`config.mk`:
```
export PLATFORM = sky130hd
export DESIGN_NAME = seq_loop_monitor
export DESIGN_NICKNAME = d
export VERILOG_FILES = /design/src/rtl/seq_loop_monitor.sv
export SDC_FILE = /design/constraint.sdc
export NUM_CORES = 1
export LEC_CHECK = 0
export CAP_MARGIN = 40
export CORE_AREA = 2 2 76 78
export CTS_CLUSTER_DIAMETER = 50
export CTS_CLUSTER_SIZE = 40
export DETAILED_ROUTE_END_ITERATION = 8
export DIE_AREA = 0 0 78 80
export HOLD_SLACK_MARGIN = 0.05
export PLACE_DENSITY_LB_ADDON = 0.05
export SETUP_SLACK_MARGIN = 0.2
export SKIP_CTS_REPAIR_TIMING = 1
export SLEW_MARGIN = 20
export SYNTH_ARGS = -nofsm -noshare
export SYNTH_HDL_FRONTEND = slang
export SYNTH_SLANG_ARGS = --single-unit
```
`constraint.sdc`:
```
create_clock -name clock -period 4.3 [get_ports clock]
set_clock_uncertainty 0.15 [all_clocks]
set_input_delay 0.86 -clock clock [delete_from_list [all_inputs] [get_ports clock]]
set_output_delay 0.86 -clock clock [all_outputs]
set_load 0.01 [all_outputs]
```
`src/rtl/seq_loop_monitor.sv`:
```
// seq_loop_monitor: tracks entries, iterations, exits and protocol errors of one sequential loop in an HLS FSM.
// Ports: clock/reset (async active-low); cur_state is the watched FSM state; the *_states/*_valid
// inputs define the pre-loop, iteration-end and quit state sets; iter_start_state/loop_quit_state/
// one_state_loop describe the loop; finish is the end-of-run strobe. Outputs: in_loop, saturating
// iter/trip/exec counters, trip_valid pulse, sticky err_entry/err_finish, done pulse.
module seq_loop_monitor #(
  parameter int FSM_WIDTH = 2,
  parameter int N_PRE = 2,
  parameter int N_END = 1,
  parameter int N_QUIT = 1,
  parameter int CNT_WIDTH = 16
) (
  input  logic                        clock,
  input  logic                        reset,
  input  logic [FSM_WIDTH-1:0]        cur_state,
  input  logic [N_PRE-1:0]            pre_states_valid,
  input  logic [N_PRE*FSM_WIDTH-1:0]  pre_loop_states,
  input  logic [N_END-1:0]            iter_end_states_valid,
  input  logic [N_END*FSM_WIDTH-1:0]  iter_end_states,
  input  logic [N_QUIT-1:0]           quit_states_valid,
  input  logic [N_QUIT*FSM_WIDTH-1:0] quit_loop_states,
  input  logic [FSM_WIDTH-1:0]        iter_start_state,
  input  logic [FSM_WIDTH-1:0]        loop_quit_state,
  input  logic                        one_state_loop,
  input  logic                        finish,
  output logic                        in_loop,
  output logic [CNT_WIDTH-1:0]        iter_cnt,
  output logic [CNT_WIDTH-1:0]        trip_cnt,
  output logic                        trip_valid,
  output logic [CNT_WIDTH-1:0]        exec_cnt,
  output logic                        err_entry,
  output logic                        err_finish,
  output logic                        done
);
  typedef enum logic {IDLE, LOOP} state_t;
  localparam logic [CNT_WIDTH-1:0] CMAX = '1;
  state_t state, state_nx;
  logic [FSM_WIDTH-1:0] prev_state;
  logic prev_valid, is_pre, is_end, is_quit, at_start, self_loop, entry, back, leave, illegal;
  always_comb begin
    is_pre = 1'b0;
    is_end = 1'b0;
    is_quit = 1'b0;
    for (int k = 0; k < N_PRE; k++)
      if (pre_states_valid[k] && pre_loop_states[k*FSM_WIDTH +: FSM_WIDTH] == prev_state) is_pre = 1'b1;
    for (int k = 0; k < N_END; k++)
      if (iter_end_states_valid[k] && iter_end_states[k*FSM_WIDTH +: FSM_WIDTH] == prev_state) is_end = 1'b1;
    for (int k = 0; k < N_QUIT; k++)
      if (quit_states_valid[k] && quit_loop_states[k*FSM_WIDTH +: FSM_WIDTH] == prev_state) is_quit = 1'b1;
  end
  // self_loop: staying in the single-state body is a legal re-arrival at iter_start_state
  assign at_start  = cur_state == iter_start_state;
  assign self_loop = one_state_loop && prev_state == iter_start_state;
  assign entry     = prev_valid && state == IDLE && at_start && is_pre;
  assign back      = prev_valid && state == LOOP && at_start && (is_end || self_loop) && !leave;
  assign leave     = prev_valid && state == LOOP && cur_state == loop_quit_state && is_quit;
  assign illegal   = prev_valid && at_start && !entry && !back && !leave && !self_loop;
  assign in_loop   = state == LOOP;
  always_comb begin
    state_nx = state;
    if (leave) state_nx = IDLE;
    else if (entry) state_nx = LOOP;
  end
  always_ff @(posedge clock or negedge reset) begin
    if (!reset) state <= IDLE;
    else state <= state_nx;
  end
  always_ff @(posedge clock or negedge reset) begin
    if (!reset) begin
      prev_state <= '0;
      prev_valid <= 1'b0;
      iter_cnt <= '0;
      trip_cnt <= '0;
      trip_valid <= 1'b0;
      exec_cnt <= '0;
      err_entry <= 1'b0;
      err_finish <= 1'b0;
      done <= 1'b0;
    end else begin
      prev_state <= cur_state;
      prev_valid <= 1'b1;
      trip_valid <= leave;
      done <= finish;
      if (entry) iter_cnt <= CNT_WIDTH'(1);
      else if (back && iter_cnt != CMAX) iter_cnt <= iter_cnt + 1'b1;
      if (leave) trip_cnt <= iter_cnt;
      if (leave && exec_cnt != CMAX) exec_cnt <= exec_cnt + 1'b1;
      if (illegal) err_entry <= 1'b1;
      if (finish && state == LOOP) err_finish <= 1'b1;
    end
  end
endmodule

```
## Word level (Yosys, flattened, before mapping)

Index checks and enable logic that the tools add are counted.

- Bits in registers: 56
- Input port bits: 22
- Output and inout bits: 53

- $add $sub $neg: 2
- Eq/ne operators: 9
- Multiplexer cells: 8
- Bitwise gates (word level): 1
- Reduce and logical (&&, ||, !) cells: 29

Operators by type and width:

| operator | count |
|---|---|
| 16-bit by 1-bit adder with 16-bit output (second input constant) | 2 |
| 16-bit two-way mux | 2 |
| 16-bit inequality test (second input constant) | 2 |
| 1-bit logical AND | 22 |
| 2-bit == test | 7 |
| 1-bit two-way mux | 6 |
| 1-bit zero test | 4 |
| 2-bit nonzero test | 2 |
| 1-bit logical OR | 1 |
| 1-bit NOT | 1 |

## Depth between registers and ports, before layout

Gate-level depths: netlist of run 1.

- Depth after elaboration: 10
- Gate-level depth with buffers: 9
- Depth with buffers taken out: 7

## Worst setup path after synthesis of run 1

OpenSTA, ideal clock, no wires.

- Path kind: in2reg
- Start point: in cur_state[0]
- End point: reg iter_cnt[8]
- Setup time: 0.125 ns
- Arrival time: 2.271 ns
- Data required time: 4.025 ns
- Setup slack: 1.754 ns
- Stages on the path: 8
- Path buffers: 2
- Cell sequence: xnor2_1 > nand3_1 > o311a_1 > buf_6 > and4_4 > buf_6 > nand3_1 > mux2_2

- Cells in the longest elaborated chain, start to end: 7
- Elaborated cells between the ends (all ways): 13

Ends and longest elaborated chain:

| what | line | source |
|---|---|---|
| start, declared | 15 | `input logic [FSM_WIDTH-1:0] cur_state,` |
| 2-bit == test | 56 | `assign leave = prev_valid && state == LOOP && cur_state == loop_quit_state && is_quit;` |
| 1-bit logical AND (2 in a row) | 56 |  |
| 1-bit zero test | 55 | `assign back = prev_valid && state == LOOP && at_start && (is_end \|\| self_loop) && !leave;` |
| 1-bit logical AND | 55 |  |
| 1-bit logical AND | 85 | `else if (back && iter_cnt != CMAX) iter_cnt <= iter_cnt + 1'b1;` |
| 2-bit nonzero test (no line) | - |  |
| end signal, assigned | 85 |  |
| end, declared | 27 | `output logic [CNT_WIDTH-1:0] iter_cnt,` |

Several ways; a longest one is shown, not always the timed one.
A chain may end at the register's enable or synchronous reset.

## Worst setup path after layout of run 1

- Start point: in cur_state[0]
- End point: reg exec_cnt[15]

- Cells in the longest elaborated chain, start to end: 4

Ends and longest elaborated chain:

| what | line | source |
|---|---|---|
| 2-bit == test | 56 |  |
| 1-bit logical AND (2 in a row) | 56 |  |
| 1-bit logical AND | 87 | `if (leave && exec_cnt != CMAX) exec_cnt <= exec_cnt + 1'b1;` |
| end signal, assigned | 87 |  |
| end, declared | 30 | `output logic [CNT_WIDTH-1:0] exec_cnt,` |

Every way passes these cells.

==> impl_metrics.csv, run 1 <==
group,metric,value,unit
clock_network,cts_buffers,5,
timing,clock.fmax,0.328,GHz
clock_network,insertion_delay,0.30,ns
route,drt_pass1_iterations,4,
route,drt_iter0_drc,140,
flow_run,cap_violations,0,
grt,grt_max_degree,30,
power_and_ir_drop,leakagePower,1.61,nW
timing,maxSlewViolCount,0,
synthesis,synth_top_area_cell,"dfrtp_1",
synthesis,synthesis.nets,293,
final_layout,fin_util,65.7,%
clock_network,cts-root-buf,"clkbuf_8",
grt,grt_usage,19.5,%
grt,antenna_found_initial,0,
critical_path,slowest_stage,"or3_4",
placed_design,place_ws,0.938,ns
critical_path,cp_max_fo,21,
synthesis,yosys.area.top_type_share,52.4,%
clock_network,htreeDepth,2,
floorplan,die_area,6240,um2
placed_design,placedCellCount,409,
power_and_ir_drop,fin_total_pwr,0.00120,W
grt,overflow,0,
timing,setup_viol,0,
critical_path,critPathKind,"in -> reg",
synthesis,synthTopCellsByArea,"dfrtp_1 52%, nand2_1 8.7%, xor2_1 6.6%, xnor2_1 3.9%, nand3_1 3.6%",
final_layout,layout-drive-gt1-share,6.09,%
synthesis,synthCells,269,
synthesis,ys_ff_latch,56,
synthesis,ys_seq_area_share,52.4,%
placed_design,place_congestion,0.779,
critical_path,critPathMaxStageDelay,0.54,ns
final_layout,layout.cells.non_filler,417,
floorplan,core,5410,um2
critical_path,critical_path_arrival,3.13,ns
grt,grt_pass1_vias,2093,
critical_path,cp-start-kind,"input port",
synthesis,async_flop_share,100,%
route,ant_nets,0,
status,status,"finished clean",
placed_design,place_hpwl,4.23,mm
floorplan,dieWidth,78,um
timing,tns,0,ns
timing,finalHoldViolCount,0,
route,wl,5.76,mm
clock_network,clockBufferDepth,2,
synthesis,yosysWarnings,0,
critical_path,crit_chain,"clkdlybuf4s50_1 -> xnor2_1 -> nand3_1 -> or3_4 -> inv_2 -> o311ai_1 -> nor3_1 -> xor2_1",
final_layout,area_growth_syn_to_layout,32.9,%
synthesis,avgSynthCellArea,9.94,um2
final_layout,nets,368,
grt,grt_pass1_wl,9.64,mm
power_and_ir_drop,power.density,337,nW/um2
power_and_ir_drop,vdd_drop_max,0.313,mV
route,routedWlPerCell,13.8,um
clock_network,cts_tree,"done",
clock_network,path_clk_slew,0.10,ns
synthesis,netlist_area,2670,um2
synthesis,synth_top_cells_by_count,"62 x nand2_1, 56 x dfrtp_1, 21 x nor2_1",
synthesis,synth.distinct_cells,45,
clock_network,clock-sinks,56,
critical_path,critPathRequiredTime,4.38,ns
floorplan,start_util,49.5,%
synthesis,synth_most_common_cell,"nand2_1",
floorplan,row_count,27,
placed_design,io_buffer_count,74,
timing,relSlewSlack,60.7,%
timing,worstMarginPinSlew,0.589,ns
synthesis,synth_edf_count,0,
timing,finalCritPeriodShare,70.9,%
hold_path,min_path_type,"reg -> reg",
timing,fin_crit,3.05,ns
critical_path,crit_path_end_kind,"register",
route,drc,0,
final_layout,n_antenna_cell,0,
timing,fin_ws,1.25,ns
timing,rsz0062_at_grt,"no",
route,dr_total_vias,2165,
floorplan,die-height,80,um
floorplan,pin_count,75,
route,vias_per_cell,5.19,
synthesis,synthFlopType,"dfrtp_1",
-- logic make-up after synthesis --
family	Yosys count	share of synthesized area [%]
other cells	1	0.140
compound gates	26	7.49
buf+inv	15	3.04
flops	56	52.4
fa+ha+maj	2	0.936
xor+xnor	33	11.1
mux	4	1.64
simple gates	132	23.3
-- cells in the final DEF, fill, tap and decap left out, types with 2 or more instances in the layout --
cell             synthesis  layout
ha_1                     2       2
clkbuf_8                 0       6
inv_1                    6       6
and3_1                   4       4
o21ai_0                  5       5
a21oi_1                  8       8
clkdlybuf4s50_1          0      73
xnor2_1                 12      12
nor3_1                   3       3
nor2b_1                  2       2
dfrtp_1                 56      56
mux2_2                   3       3
nand2_1                 62      62
buf_4                    0       2
xor2_1                  20      20
or3_1                    3       3
nor2_1                  21      21
nand4_1                  8       8
nand3_1                 19      19
and4_1                   3       3
-- report_power, final --
part	switching, W	internal (W)
Sequential	0.0000570	0.000576
Clock	0.000169	0.000131
Combinational	0.000115	0.000148
Total	0.000341	0.000856
-- worst max-delay path, delay by kind of cell --
family          cells  cell delay (ns)
simple gates        3             0.89
xor+xnor            2             0.29
buf+inv             2             0.83
compound gates      1             0.25
-- per-stage QoR --
step                hold WS, ns  cell area, um2
detailed placement        0.302            3460
CTS                       0.325            3550
finish                    0.322            3550
global placement          0.297            3460
global route              0.343            3550
floorplan                 0.343            2670
-- path summary, 6_finish.rpt --
| path | from | endpoint | slack, ns | depth (start not counted) |
|---|---|---|---|---|
| setup reg to reg | prev_state[1] | exec_cnt[15] | 1.83 | 7 |
| setup / recovery | cur_state[0] | exec_cnt[15] | 1.25 | 8 |
| max in group asynchronous | reset | exec_cnt[0] | 2.80 | 2 |
| min in group asynchronous | reset | iter_cnt[8] | 0.39 | 1 |
| hold reg to reg | err_finish | err_finish | 0.32 | 1 |
| hold / removal | err_finish | err_finish | 0.32 | 1 |
-- state kept, by name (all words and copies together) (netlist names) --
name and count:
done 1, err_entry 1, err_finish 1, exec_cnt 16
in_loop 1, iter_cnt 16, prev_state 2, prev_valid 1
trip_cnt 16, trip_valid 1
-- per-layer routing --
layer	up-vias	track usage, %	share of wire, %
met2	53	33.6	50
met4	0	3.68	0.57
met1	1044	25.4	44
met5	-	0	0
li1	1064	-	-
met3	4	4.64	4.6
-- cell type report --
cell class	instances	area (um2)
clock buffer	7	86.3
sequential	56	1400
tap	72	90.1
inverter	7	26.3
clock inverter	1	7.51
multi-input combinational	198	1190
fill	460	1850
timing repair buffer	76	751
No activity file was read; power rests on OpenSTA's default activity.
==> run 2: changes to the inputs <==
--- a/config.mk
+++ b/config.mk
@@ -6,11 +6,11 @@
 export NUM_CORES = 1
 export LEC_CHECK = 0
 export CAP_MARGIN = 40
-export CORE_AREA = 2 2 76 78
+export CORE_AREA = 2 2 82 84
 export CTS_CLUSTER_DIAMETER = 50
 export CTS_CLUSTER_SIZE = 40
 export DETAILED_ROUTE_END_ITERATION = 8
-export DIE_AREA = 0 0 78 80
+export DIE_AREA = 0 0 84 86
 export HOLD_SLACK_MARGIN = 0.05
 export PLACE_DENSITY_LB_ADDON = 0.05
 export SETUP_SLACK_MARGIN = 0.2
==> constraint.sdc (replaced) <==
create_clock -name clock -period 2.5 [get_ports clock]
set_clock_uncertainty 0.15 [all_clocks]
set_input_delay 0.5 -clock clock [delete_from_list [all_inputs] [get_ports clock]]
set_output_delay 0.5 -clock clock [all_outputs]
set_load 0.01 [all_outputs]
==> run 2 against run 1 <==
Global-route usage is 1.3 points lower. Sequential power up 72%. Non-clock buffer count grew 18. Cell area is 7.3% higher. Critical path depth is 2 lower. Worst setup slack worse by 0.98 ns. Utilization down 5.0 points. Critical endpoint is now exec_cnt[1].
==> impl_metrics.csv, run 2 (synthesized netlist as in run 1, its figures left out) <==
group,metric,value,unit
clock_network,cts-root-buf,"clkbuf_8",
power_and_ir_drop,power.density,588,nW/um2
final_layout,top_regs,"exec_cnt x16, iter_cnt x16, trip_cnt x16",
clock_network,path_clk_slew,0.10,ns
critical_path,crit_chain,"clkdlybuf4s50_1 -> xnor2_1 -> nand3_1 -> or3_4 -> a31oi_4 -> mux2_2",
final_layout,area_growth_syn_to_layout,42.6,%
final_layout,fillers,583,
placed_design,placedCellCount,431,
route,drt_pass1_iterations,4,
route,dr_total_vias,2214,
timing,finalHoldViolCount,0,
final_layout,nets,386,
timing,fin_ws,0.268,ns
timing,setup_viol,0,
timing,worstMarginPinSlew,0.524,ns
clock_network,clock-sinks,56,
final_layout,multiInputGateArea,1250,um2
route,wl,6.03,mm
power_and_ir_drop,leakagePower,1.74,nW
hold_path,worstHoldStart,"trip_cnt[13]",
timing,finalCritPeriodShare,89.3,%
placed_design,place_congestion,0.769,
flow_run,cap_violations,0,
grt,grt_usage,18.2,%
clock_network,insertion_delay,0.31,ns
critical_path,cp_max_fo,6,
critical_path,r2r_start,"iter_cnt[0]",
critical_path,critPathRequiredTime,2.55,ns
final_layout,layout_common_cells,"73 x clkdlybuf4s50_1, 62 x nand2_1, 56 x dfrtp_1",
final_layout,layout-drive-gt1-share,12.7,%
critical_path,cp-start-kind,"input port",
hold_path,hold_end,"trip_cnt[13]",
clock_network,clockBufferDepth,2,
timing,maxSlewViolCount,0,
floorplan,die-height,86,um
placed_design,place_hpwl,4.44,mm
power_and_ir_drop,fin_total_pwr,0.00224,W
grt,antenna_found_initial,0,
clock_network,htreeDepth,2,
hold_path,holdPathStages,2,
floorplan,pin_count,75,
timing,fin_crit,2.23,ns
route,vias_per_cell,5.04,
grt,grt_max_degree,37,
route,drt_iter0_drc,64,
critical_path,r2r_cells,7,
timing,relSlewSlack,65.1,%
floorplan,dieWidth,84,um
placed_design,place_ws,-0.0931,ns
status,status,"finished clean",
clock_network,cts_tree,"done",
critical_path,rr_endpoint,"iter_cnt[15]",
floorplan,start_util,42.6,%
route,routedWlPerCell,13.7,um
floorplan,row_count,29,
critical_path,critical_path_arrival,2.28,ns
final_layout,layout_commonest_cell,"clkdlybuf4s50_1",
critical_path,critPathMaxStageDelay,0.51,ns
power_and_ir_drop,vdd_drop_max,0.387,mV
critical_path,slowest_stage,"clkdlybuf4s50_1",
critical_path,critPathKind,"in -> reg",
final_layout,seq_area,1400,um2
final_layout,fin_util,60.7,%
critical_path,reg2reg_slack,0.36,ns
grt,grt_pass1_wl,10.6,mm
final_layout,layout.cells.non_filler,439,
critical_path,crit_path_end_kind,"register",
placed_design,io_buffer_count,74,
clock_network,cts_buffers,5,
floorplan,die_area,7220,um2
grt,overflow,0,
grt,grt_pass1_vias,2274,
route,drc,0,
floorplan,core,6280,um2
hold_path,min_path_type,"reg -> reg",
final_layout,n_antenna_cell,0,
timing,clock.fmax,0.448,GHz
route,ant_nets,0,
timing,rsz0062_at_grt,"yes",
## run 2: changes by cell type in the layout (fill, tap and decap cells not counted), moves of 2 or more
cell	change
nand3_1	-3
buf_12	+2
nand3_2	+3
buf_4	+15
bufinv_16	+2
## run 2: power by group
part | internal [W] | switching [W]
combinational | 0.000270 | 0.000196
sequential | 0.000991 | 0.000100
clock | 0.000394 | 0.000290
## run 2: final cells by class
class / instances / area share (%)
clock inverters: 2 / 1.58
flip-flops and latches: 56 / 36.8
multi-input cells: 198 / 32.7
well taps: 77 / 2.53
clock buffers: 5 / 1.81
inverters: 7 / 0.689
repair buffers: 94 / 24.0
## run 2: per-stage QoR
| step | cell area, um2 | setup TNS, ns | hold WS, ns |
|---|---|---|---|
| final | 3810 | 0 | 0.329 |
| after global routing | 3810 | 0 | 0.349 |
| after CTS | 3750 | 0 | 0.0183 |
| after detailed placement | 3620 | -0.720 | 0.310 |
| after global placement | 3620 | -0.465 | 0.297 |
| after floorplan | 2670 | 0 | 0.0544 |
## run 2: worst max-delay path by stage
stage | end | slack (ns) | depth (start not counted) | from
floorplan | iter_cnt[8] | 0.31 | 8 | cur_state[0]
global placement | iter_cnt[8] | -0.07 | 7 | cur_state[1]
detailed placement | iter_cnt[8] | -0.09 | 7 | cur_state[0]
CTS | iter_cnt[8] | 0.24 | 7 | cur_state[0]
global route | iter_cnt[15] | 0.16 | 7 | iter_start_state[1]
finish | exec_cnt[1] | 0.27 | 6 | cur_state[1]
## run 2: per-layer routing
metal	up-vias	global-route usage (%)	part of all wire, %
li1	1090	-	-
met1	1066	23.5	47
met2	53	31.2	48
met3	5	3.95	4.4
met4	0	4.84	1.0
met5	-	0	0
## run 2: worst max-delay path, delay by kind of cell
kind	cells	cell delay (ns)
XOR/XNOR	1	0.12
buffers and inverters	1	0.51
AND/OR/NAND/NOR	2	0.57
multiplexers	1	0.35
AO/OA/AOI/OAI	1	0.22
==> run 3: changes to the inputs <==
--- a/config.mk
+++ b/config.mk
@@ -6,11 +6,11 @@
 export NUM_CORES = 1
 export LEC_CHECK = 0
 export CAP_MARGIN = 40
-export CORE_AREA = 2 2 82 84
+export CORE_AREA = 2 2 63 110
 export CTS_CLUSTER_DIAMETER = 50
 export CTS_CLUSTER_SIZE = 40
 export DETAILED_ROUTE_END_ITERATION = 8
-export DIE_AREA = 0 0 84 86
+export DIE_AREA = 0 0 65 112
 export HOLD_SLACK_MARGIN = 0.05
 export PLACE_DENSITY_LB_ADDON = 0.05
 export SETUP_SLACK_MARGIN = 0.2
==> run 3 against run 2 <==
Count of clock-buffer cells in the layout did not move. Sequential cell count did not move. Hold slack got worse by 0.30 ns. Via count rose by 2.4%. Utilization fell by 0.19 points. Power rose by 5.9%. Sequential power barely moved. Register-to-register slack got worse by 0.04 ns. Wire length rose by 11%. Worst setup slack improved by 0.014 ns. Combinational power barely moved.
==> impl_metrics.csv, run 3 (synthesized netlist as in run 1, its figures left out) <==
group,metric,value,unit
critical_path,r2r_cells,7,
timing,finalHoldViolCount,0,
floorplan,start_util,41.8,%
timing,finalCritPeriodShare,88.7,%
final_layout,layout.cells.non_filler,446,
critical_path,critPathRequiredTime,2.53,ns
floorplan,core,6390,um2
critical_path,reg2reg_slack,0.32,ns
grt,antenna_found_initial,0,
clock_network,cts_tree,"done",
timing,setup_viol,0,
critical_path,critical_path_arrival,2.25,ns
clock_network,htreeDepth,2,
placed_design,place_hpwl,5.07,mm
critical_path,slowest_stage,"clkdlybuf4s50_1",
power_and_ir_drop,power.density,613,nW/um2
grt,grt_pass1_vias,2399,
clock_network,cts-root-buf,"clkbuf_16",
power_and_ir_drop,vdd_drop_max,0.383,mV
clock_network,cts_buffers,5,
grt,grt_usage,20.2,%
final_layout,area_growth_syn_to_layout,44.7,%
route,routedWlPerCell,15.1,um
clock_network,clockBufferDepth,2,
timing,holdWs,0.0310,ns
final_layout,layout-drive-gt1-share,13.7,%
final_layout,n_antenna_cell,0,
floorplan,die_area,7280,um2
critical_path,rr_endpoint,"iter_cnt[11]",
floorplan,dieWidth,65,um
placed_design,io_buffer_count,74,
critical_path,crit_path_end_kind,"register",
final_layout,layout_common_cells,"69 x clkdlybuf4s50_1, 62 x nand2_1, 56 x dfrtp_1",
final_layout,fillers,558,
critical_path,critPathKind,"in -> reg",
grt,grt_max_degree,57,
route,drt_pass1_iterations,4,
final_layout,layout_commonest_cell,"clkdlybuf4s50_1",
placed_design,place_congestion,0.833,
timing,rsz0062_at_grt,"no",
clock_network,path_clk_slew,0.07,ns
route,drt_iter0_drc,150,
timing,tns,0,ns
grt,overflow,0,
flow_run,cap_violations,0,
floorplan,row_count,39,
final_layout,top_regs,"exec_cnt x16, iter_cnt x16, trip_cnt x16",
critical_path,cp-start-kind,"input port",
critical_path,critPathMaxStageDelay,0.51,ns
floorplan,die-height,112,um
critical_path,path_buf_inv,1,
critical_path,crit_chain,"clkdlybuf4s50_1 -> xnor2_2 -> nand3_2 -> o311a_4 -> and4_4 -> nand3_1 -> mux2_2",
power_and_ir_drop,fin_total_pwr,0.00237,W
critical_path,r2r_start,"iter_cnt[4]",
clock_network,insertion_delay,0.30,ns
route,dr_total_vias,2267,
power_and_ir_drop,leakagePower,1.80,nW
route,ant_nets,0,
route,drc,0,
timing,clock.fmax,0.451,GHz
clock_network,clock-sinks,56,
critical_path,path_delay_family,"buffers and inverters",
status,status,"finished clean",
route,wl,6.72,mm
grt,grt_pass1_wl,11.3,mm
placed_design,placedCellCount,438,
critical_path,cp_max_fo,6,
hold_path,min_path_type,"in -> async",
timing,maxSlewViolCount,0,
timing,fin_crit,2.22,ns
floorplan,pin_count,75,
route,vias_per_cell,5.08,
final_layout,nets,387,
run 3: report_power, final:
group          switching [W]  internal (W)
Combinational       0.000200      0.000267
Sequential          0.000101      0.000991
Clock               0.000337      0.000477
run 3: layout make-up:
class,instances,area [um2],share of cell area (%)
Tap cell,82,103,2.65
Sequential cell,56,1400,36.2
Inverter,7,26.3,0.679
Clock inverter,3,46.3,1.20
Timing Repair Buffer,95,916,23.7
Multi-Input combinational cell,198,1250,32.4
Clock buffer,5,125,3.23
run 3: layer usage:
layer  GRT usage, %  vias up  routed length (um)
met3           4.24       12                 249
li1               -     1098                   -
met1           21.1     1106                2480
met2           37.2       51                3800
met5              0        -                   0
met4           9.79        0                 184
run 3: worst register-to-register path: cells and delay by family, from the launching register on:
kind | cells | cell delay (ns)
AO/OA/AOI/OAI | 1 | 0.12
XOR/XNOR | 1 | 0.18
buffers and inverters | 1 | 0.17
flip-flops | 1 | 0.45
AND/OR/NAND/NOR | 4 | 1.01
run 3: how the worst max path moves through the flow:
stage | end | cells past startpoint | slack, ns | from
floorplan | iter_cnt[8] | 8 | 0.31 | cur_state[0]
global placement | iter_cnt[8] | 7 | -0.13 | cur_state[0]
detailed placement | iter_cnt[8] | 7 | -0.18 | cur_state[0]
CTS | iter_cnt[8] | 7 | 0.13 | cur_state[0]
global route | exec_cnt[11] | 8 | 0.18 | quit_loop_states[1]
finish | iter_cnt[8] | 7 | 0.28 | quit_loop_states[1]
run 3: per-stage QoR:
stage	worst slack [ns]	utilization (%)	instance area, um2
2_1_floorplan	0.314	-	2670
4_1_cts	0.128	59.4	3800
3_3_place_gp	-0.135	56.7	3630
6_report	0.282	60.5	3870
5_1_grt	0.185	60.5	3870
3_5_place_dp	-0.185	56.7	3630
